<file path="src/rtl/bin2bcd_pkg.sv">
// Shared definitions for the sequential binary-to-BCD converter.
// Holds the FSM encoding, the clamp ceiling and the step-counter width.
package bin2bcd_pkg;

  typedef enum logic {
    IDLE  = 1'b0,
    SHIFT = 1'b1
  } state_e;

  localparam int MAX_DEC = 9999;
  localparam int COUNT_W = 5;

endpackage

</file>
<file path="src/rtl/bin2bcd_seq_if.sv">
// Start/done handshake and result bus between a requester and bin2bcd_seq.
// The converter sits on the slave side; the requester or bench sits on the master side.
interface bin2bcd_seq_if #(
  parameter int BIN_W = 14
);

  logic             start;
  logic [BIN_W-1:0] bin;
  logic [15:0]      bcd;
  logic             busy;
  logic             done;
  logic             ovf;

  modport master (
    output start,
    output bin,
    input  bcd,
    input  busy,
    input  done,
    input  ovf
  );

  modport slave (
    input  start,
    input  bin,
    output bcd,
    output busy,
    output done,
    output ovf
  );

endinterface

</file>
<file path="src/rtl/bcd_add3.sv">
// Double-dabble digit correction: a BCD nibble of 5 or more gets +3 before the shift.
// The result stays within the nibble, so no carry passes to the next digit.
module bcd_add3 (
  input  logic [3:0] digit_i,
  output logic [3:0] digit_o
);

  always_comb begin
    digit_o = (digit_i >= 4'd5) ? (digit_i + 4'd3) : digit_i;
  end

endmodule

</file>
<file path="src/rtl/bin2bcd_seq.sv">
// Iterative double-dabble converter that performs one shift per clock.
// Results go to bcd/ovf only at completion, so the display never shows partial values.
module bin2bcd_seq
  import bin2bcd_pkg::*;
#(
  parameter int BIN_W  = 14,
  parameter int DIGITS = 4
) (
  input logic            clk,
  input logic            rst,
  bin2bcd_seq_if.slave   bus
);

  localparam int BCD_W = 4 * DIGITS;
  localparam int SR_W  = BCD_W + BIN_W;

  state_e               state_q, state_d;
  logic [COUNT_W-1:0]   count_q, count_d;
  logic [SR_W-1:0]      shift_q, shift_d;
  logic [SR_W-1:0]      adjusted;
  logic [SR_W-1:0]      shifted;
  logic                 pendOvf_q, pendOvf_d;
  logic [BCD_W-1:0]     bcd_q, bcd_d;
  logic                 ovf_q, ovf_d;
  logic                 done_q, done_d;

  // Each digit is corrected on its own; the binary part passes through unchanged.
  for (genvar g = 0; g < DIGITS; g++) begin : gDigit
    bcd_add3 uAdd3 (
      .digit_i (shift_q[BIN_W + 4*g +: 4]),
      .digit_o (adjusted[BIN_W + 4*g +: 4])
    );
  end

  assign adjusted[BIN_W-1:0] = shift_q[BIN_W-1:0];
  assign shifted             = adjusted << 1;

  always_ff @(posedge clk or posedge rst) begin
    if (rst) begin
      state_q   <= IDLE;
      count_q   <= '0;
      shift_q   <= '0;
      pendOvf_q <= 1'b0;
      bcd_q     <= '0;
      ovf_q     <= 1'b0;
      done_q    <= 1'b0;
    end else begin
      state_q   <= state_d;
      count_q   <= count_d;
      shift_q   <= shift_d;
      pendOvf_q <= pendOvf_d;
      bcd_q     <= bcd_d;
      ovf_q     <= ovf_d;
      done_q    <= done_d;
    end
  end

  always_comb begin
    state_d   = state_q;
    count_d   = count_q;
    shift_d   = shift_q;
    pendOvf_d = pendOvf_q;
    bcd_d     = bcd_q;
    ovf_d     = ovf_q;
    done_d    = 1'b0;

    case (state_q)
      IDLE: begin
        if (bus.start) begin
          state_d = SHIFT;
          count_d = '0;
          // Values above 9999 do not fit in four digits, so they show as 9999 with ovf set.
          if (32'(bus.bin) > MAX_DEC) begin
            shift_d   = {{BCD_W{1'b0}}, BIN_W'(MAX_DEC)};
            pendOvf_d = 1'b1;
          end else begin
            shift_d   = {{BCD_W{1'b0}}, bus.bin};
            pendOvf_d = 1'b0;
          end
        end
      end

      SHIFT: begin
        shift_d = shifted;
        count_d = count_q + 1'b1;
        if (count_q == COUNT_W'(BIN_W - 1)) begin
          state_d = IDLE;
          bcd_d   = shifted[SR_W-1:BIN_W];
          ovf_d   = pendOvf_q;
          done_d  = 1'b1;
        end
      end

      default: begin
        state_d = IDLE;
      end
    endcase
  end

  assign bus.bcd  = bcd_q;
  assign bus.ovf  = ovf_q;
  assign bus.done = done_q;
  assign bus.busy = (state_q == SHIFT);

endmodule

</file>
<file path="src/flat_wrapper.sv">
// flat-port wrapper written by rule: the top's interface ports become plain ports
module bin2bcd_seq_flat import bin2bcd_pkg::*;
#(
  parameter int BIN_W  = 14,
  parameter int DIGITS = 4
)
  (clk, rst, bus_start, bus_bin, bus_bcd, bus_busy, bus_done, bus_ovf);
  bin2bcd_seq_if #(.BIN_W(BIN_W)) bus_i ();
  input logic clk;
  input logic rst;
  input wire logic [$bits(bus_i.start)-1:0] bus_start;
  input wire logic [$bits(bus_i.bin)-1:0] bus_bin;
  output wire logic [$bits(bus_i.bcd)-1:0] bus_bcd;
  output wire logic [$bits(bus_i.busy)-1:0] bus_busy;
  output wire logic [$bits(bus_i.done)-1:0] bus_done;
  output wire logic [$bits(bus_i.ovf)-1:0] bus_ovf;
  assign bus_i.start = bus_start;
  assign bus_i.bin = bus_bin;
  assign bus_bcd = bus_i.bcd;
  assign bus_busy = bus_i.busy;
  assign bus_done = bus_i.done;
  assign bus_ovf = bus_i.ovf;
  bin2bcd_seq #(.BIN_W(BIN_W), .DIGITS(DIGITS)) u_core (.clk(clk), .rst(rst), .bus(bus_i));
endmodule
</file>
<file path="config.mk">
export PLATFORM = sky130hd
export DESIGN_NAME = bin2bcd_seq_flat
export DESIGN_NICKNAME = d
export VERILOG_FILES = /design/src/rtl/bin2bcd_pkg.sv /design/src/rtl/bin2bcd_seq_if.sv /design/src/rtl/bcd_add3.sv /design/src/rtl/bin2bcd_seq.sv /design/src/flat_wrapper.sv
export SDC_FILE = /design/constraint.sdc
export NUM_CORES = 1
export LEC_CHECK = 0
export BUFFER_PORTS_ARGS = -buffer_cell sky130_fd_sc_hd__buf_2
export CORE_AREA = 2 2 62 88
export CTS_CLUSTER_DIAMETER = 30
export DETAILED_ROUTE_END_ITERATION = 6
export DIE_AREA = 0 0 64 90
export PLACE_DENSITY = 0.77
export SLEW_MARGIN = 40
export SYNTH_ARGS = -nofsm -noshare
export SYNTH_HDL_FRONTEND = slang
export SYNTH_SLANG_ARGS = --single-unit
</file>
<file path="constraint.sdc">
create_clock -name clk -period 1.84 [get_ports clk]
set_input_delay 0.368 -clock clk [delete_from_list [all_inputs] [get_ports clk]]
set_output_delay 0.368 -clock clk [all_outputs]
set_load 0.02 [all_outputs]
</file>
==> metrics <==
status=finished clean; global-route wire length before repair=~8700 um; height of the chip=90 um; ratio of routed vias to standard cells=5.38; number of instances in the synthesized netlist=around 260; Antenna Nets Post-Route=0; cell count along the critical path=6; cell type with the largest total area after synthesis=sky130_fd_sc_hd__dfrtp_1; synthesis-to-layout area growth=12.8%; Core Region=roughly 0.005 mm^2; cell type of the slowest stage on the worst timing path=sky130_fd_sc_hd__dfrtp_1; routed wirelength normalized by instance count=13.6 um; initial standard-cell utilization of the core=0.548; Final HPWL DP=3680 um; Final Cell Area=0.00309 mm^2; number of buffers inserted by hold repair at cts=1; router iterations before antenna repair=4; Post-synth top cells=sky130_fd_sc_hd__dfrtp_1, sky130_fd_sc_hd__nand2_1, sky130_fd_sc_hd__mux2i_1; Site Rows=31; largest cells by area after synthesis=sky130_fd_sc_hd__dfrtp_1, sky130_fd_sc_hd__mux2i_1, sky130_fd_sc_hd__nand2_1; die area=between 0.005 and 0.006 mm^2; critical path data required time=a little over 2 ns; fin. max-slew vios=0; average cell area after synthesis=10.6 um^2; WP buf/inv=1; critical path startpoint=u_core.shift_q[18]$_DFFE_PP0P_; number of DRC markers in iteration 0=99; most common flop cell mapped by yosys=sky130_fd_sc_hd__dfrtp_1; width of the die=around 64 um; Clock Tree Root=sky130_fd_sc_hd__clkbuf_8; Antenna Cells=0; number of primary I/O pins=36; clock buffers created by TritonCTS=5; Tmin final=approximately 1.6 ns; count leader, synth=sky130_fd_sc_hd__dfrtp_1; crit-path leading delay family=flip-flops; largest stage delay on the critical path=between 0.4 and 0.5 ns; post-route setup TNS=0 ns; Final Cycle Share=0.858; reg-to-reg endpoint=u_core.bus.bcd[5]$_DFFE_PP0P_; post-CTS repair timing setup buffer count=0; maximum clock skew at final layout=around 0.009 ns; total detailed-routing wirelength=4940 um; Num Clock Sinks=55; arrival time at the worst endpoint=1.77 ns; Seq cells post-synth=between 50 and 60; startpoint type of the worst setup path=register; area fraction in compound gates after synthesis=0.116; placed instance count=roughly 350; Simple-Gate Fraction of Synth Area=0.129; last weighted congestion value of the routability-driven placer=roughly 0.77; maximum buffer depth of the clock tree=2; mapped cell area=~0.0027 mm^2; Max Freq=approximately 0.63 GHz; share of the synthesized netlist area taken by xor and xnor gates=0.0192; proportion of synthesized chip area in sequential cells=0.502; number of inserted filler cells in the final layout=417; Yosys warnings=0; maximum fanout count along the critical path=5; proportion of layout cells with a drive suffix above 1=0.220; placed cell area=0.00299 mm^2; leakage power figure=roughly 1.6 nW; multiplexer fraction of the synthesized cell area=0.135; net count after synthesis=~290; count of different cell masters after synthesis=36; clock latency on the worst-skew pair=around 0.30 ns; Synth top area share=0.502; layout net count=323; Worst Reg2Reg Path Length in Cells=6; type of the most critical hold path=primary input to register; capturing instance or port of the critical path=u_core.bus.bcd[5]$_DFFE_PP0P_; final setup fails=0; clk slew on worst S/H paths=0.09 ns; total number of H-tree levels=2; Worst Path Class, Setup=register to register; global-route total usage across every layer=0.189; post-synthesis adder-cell area fraction=0.0456; largest family of logic cells by synthesized area=multiplexers; Worst setup EP type=register; pin count of the biggest net entering global routing=35; power density of the placed cells=about 1700 mW/mm^2; routed vias=1948; input/output buffers=35; maximum ir drop on the vdd rail=0.000951 V; DRC violations left=0; number of gates resized after CTS=0; worst rel slew slack=0.764; slew at the pin closest to its max-slew limit=0.353 ns; max-cap violations=0; start of the worst register-to-register path=u_core.shift_q[18]$_DFFE_PP0P_; total gr overflow=0; filler-free cell count of the finished design=~360; clock tree from TritonCTS=built; number of enable-type register cells in the synthesized netlist=0; Worst Hold Slack=roughly 0.35 ns; setup slack of the worst register-to-register path=0.26 ns; number of endpoints with negative hold slack in the final report=0; number of global-route vias before repair=between 1500 and 2000; proportion of register bits with asynchronous set or reset after synthesis=1.00; cell breakdown of the critical path=inv_1 > ha_1 > nand2b_1 > a21oi_1 > xnor2_1 > mux2_4; RSZ-0062 raised after global routing=false; number of antenna violations at the first check in global routing=0
==> layout make-up <==
type / count / area (um^2) / area share
Multi-Input combinational cell: 174 / 1220 / 0.395
Tap cell: 66 / 82.6 / 0.0267
Sequential cell: 55 / 1380 / 0.446
Inverter: 16 / 65.1 / 0.0210
Clock inverter: 1 / 5.00 / 0.00162
Clock buffer: 6 / 82.6 / 0.0267
Timing Repair Buffer: 44 / 258 / 0.0834
==> worst min-delay path: cells and delay by family <==
kind	cells	cell delay, ns
AOI/OAI and AO/OA	2	0.16
buffers and inverters	1	0.08
==> placed cells by master (no fill, tap or decap), drive strengths merged <==
master	instances
nand2	34
clkbuf	6
nor3b	13
buf	43
nor2	6
a21bo	1
mux2i	19
mux2	14
nand3	3
ha	10
a21oi	17
nand4b	1
nand2b	6
inv	15
clkinv	2
nor4	1
dlygate4sd3	1
or2	1
o21ai	20
nor3	4
dfrtp	55
a22o	1
xnor2	6
nor2b	1
a311oi	3
nand4	1
a21o	9
a31oi	1
o31ai	2
==> layer usage <==
metal  track usage  part of all wire
met1         0.240              0.44
met2         0.329              0.52
met3        0.0263             0.028
met4        0.0562             0.010
met5             0                 0
==> sequential cells by signal, summed over array words and instances (netlist names) <==
register,cells
u_core.shift_q,30
u_core.pendOvf_q,1
u_core.bus.done,1
u_core.bus.ovf,1
u_core.bus.busy,1
u_core.bus.bcd,16
u_core.count_q,5
==> metrics by stage <==
step / power (mW) / setup WS [ns] / utilization
global route: 5.56 / 0.139 / 0.618
finish: 5.11 / 0.261 / 0.618
global placement: 4.38 / 0.306 / 0.598
CTS: 5.18 / 0.246 / 0.618
floorplan: 3.90 / 0.129 / -
detailed placement: 4.51 / 0.260 / 0.598
==> where the power goes <==
part           internal [mW]  switching (mW)  leakage, nW
clock network          0.296           0.366       0.0470
logic                   1.10            1.21        0.861
registers               1.74           0.387        0.696
total                   3.14            1.97         1.60
==> cell families (layout without fill, tap and decap cells) <==
family,Yosys count,in the layout
xor+xnor,6,6
simple gates,71,71
flops,55,55
mux,33,33
buf+inv,29,67
compound gates,54,54
fa+ha+maj,10,10
==> worst min-delay path by stage <==
| stage | slack, ns | end | cells past startpoint | from |
|---|---|---|---|---|
| global placement | 0.32 | u_core.bus.bcd[9]$_DFFE_PP0P_ | 2 | rst |
| floorplan | 0.43 | u_core.bus.ovf$_DFFE_PP0P_ | 2 | u_core.pendOvf_q$_DFFE_PP0P_ |
| CTS | 0.35 | u_core.shift_q[0]$_DFFE_PP0P_ | 3 | bus_bin[0] |
| detailed placement | 0.32 | u_core.bus.bcd[10]$_DFFE_PP0P_ | 2 | rst |
| finish | 0.35 | u_core.shift_q[7]$_DFFE_PP0P_ | 3 | bus_bin[7] |
| global route | 0.36 | u_core.shift_q[7]$_DFFE_PP0P_ | 3 | bus_bin[7] |
Note: power is estimated with default switching activity, not from simulation.
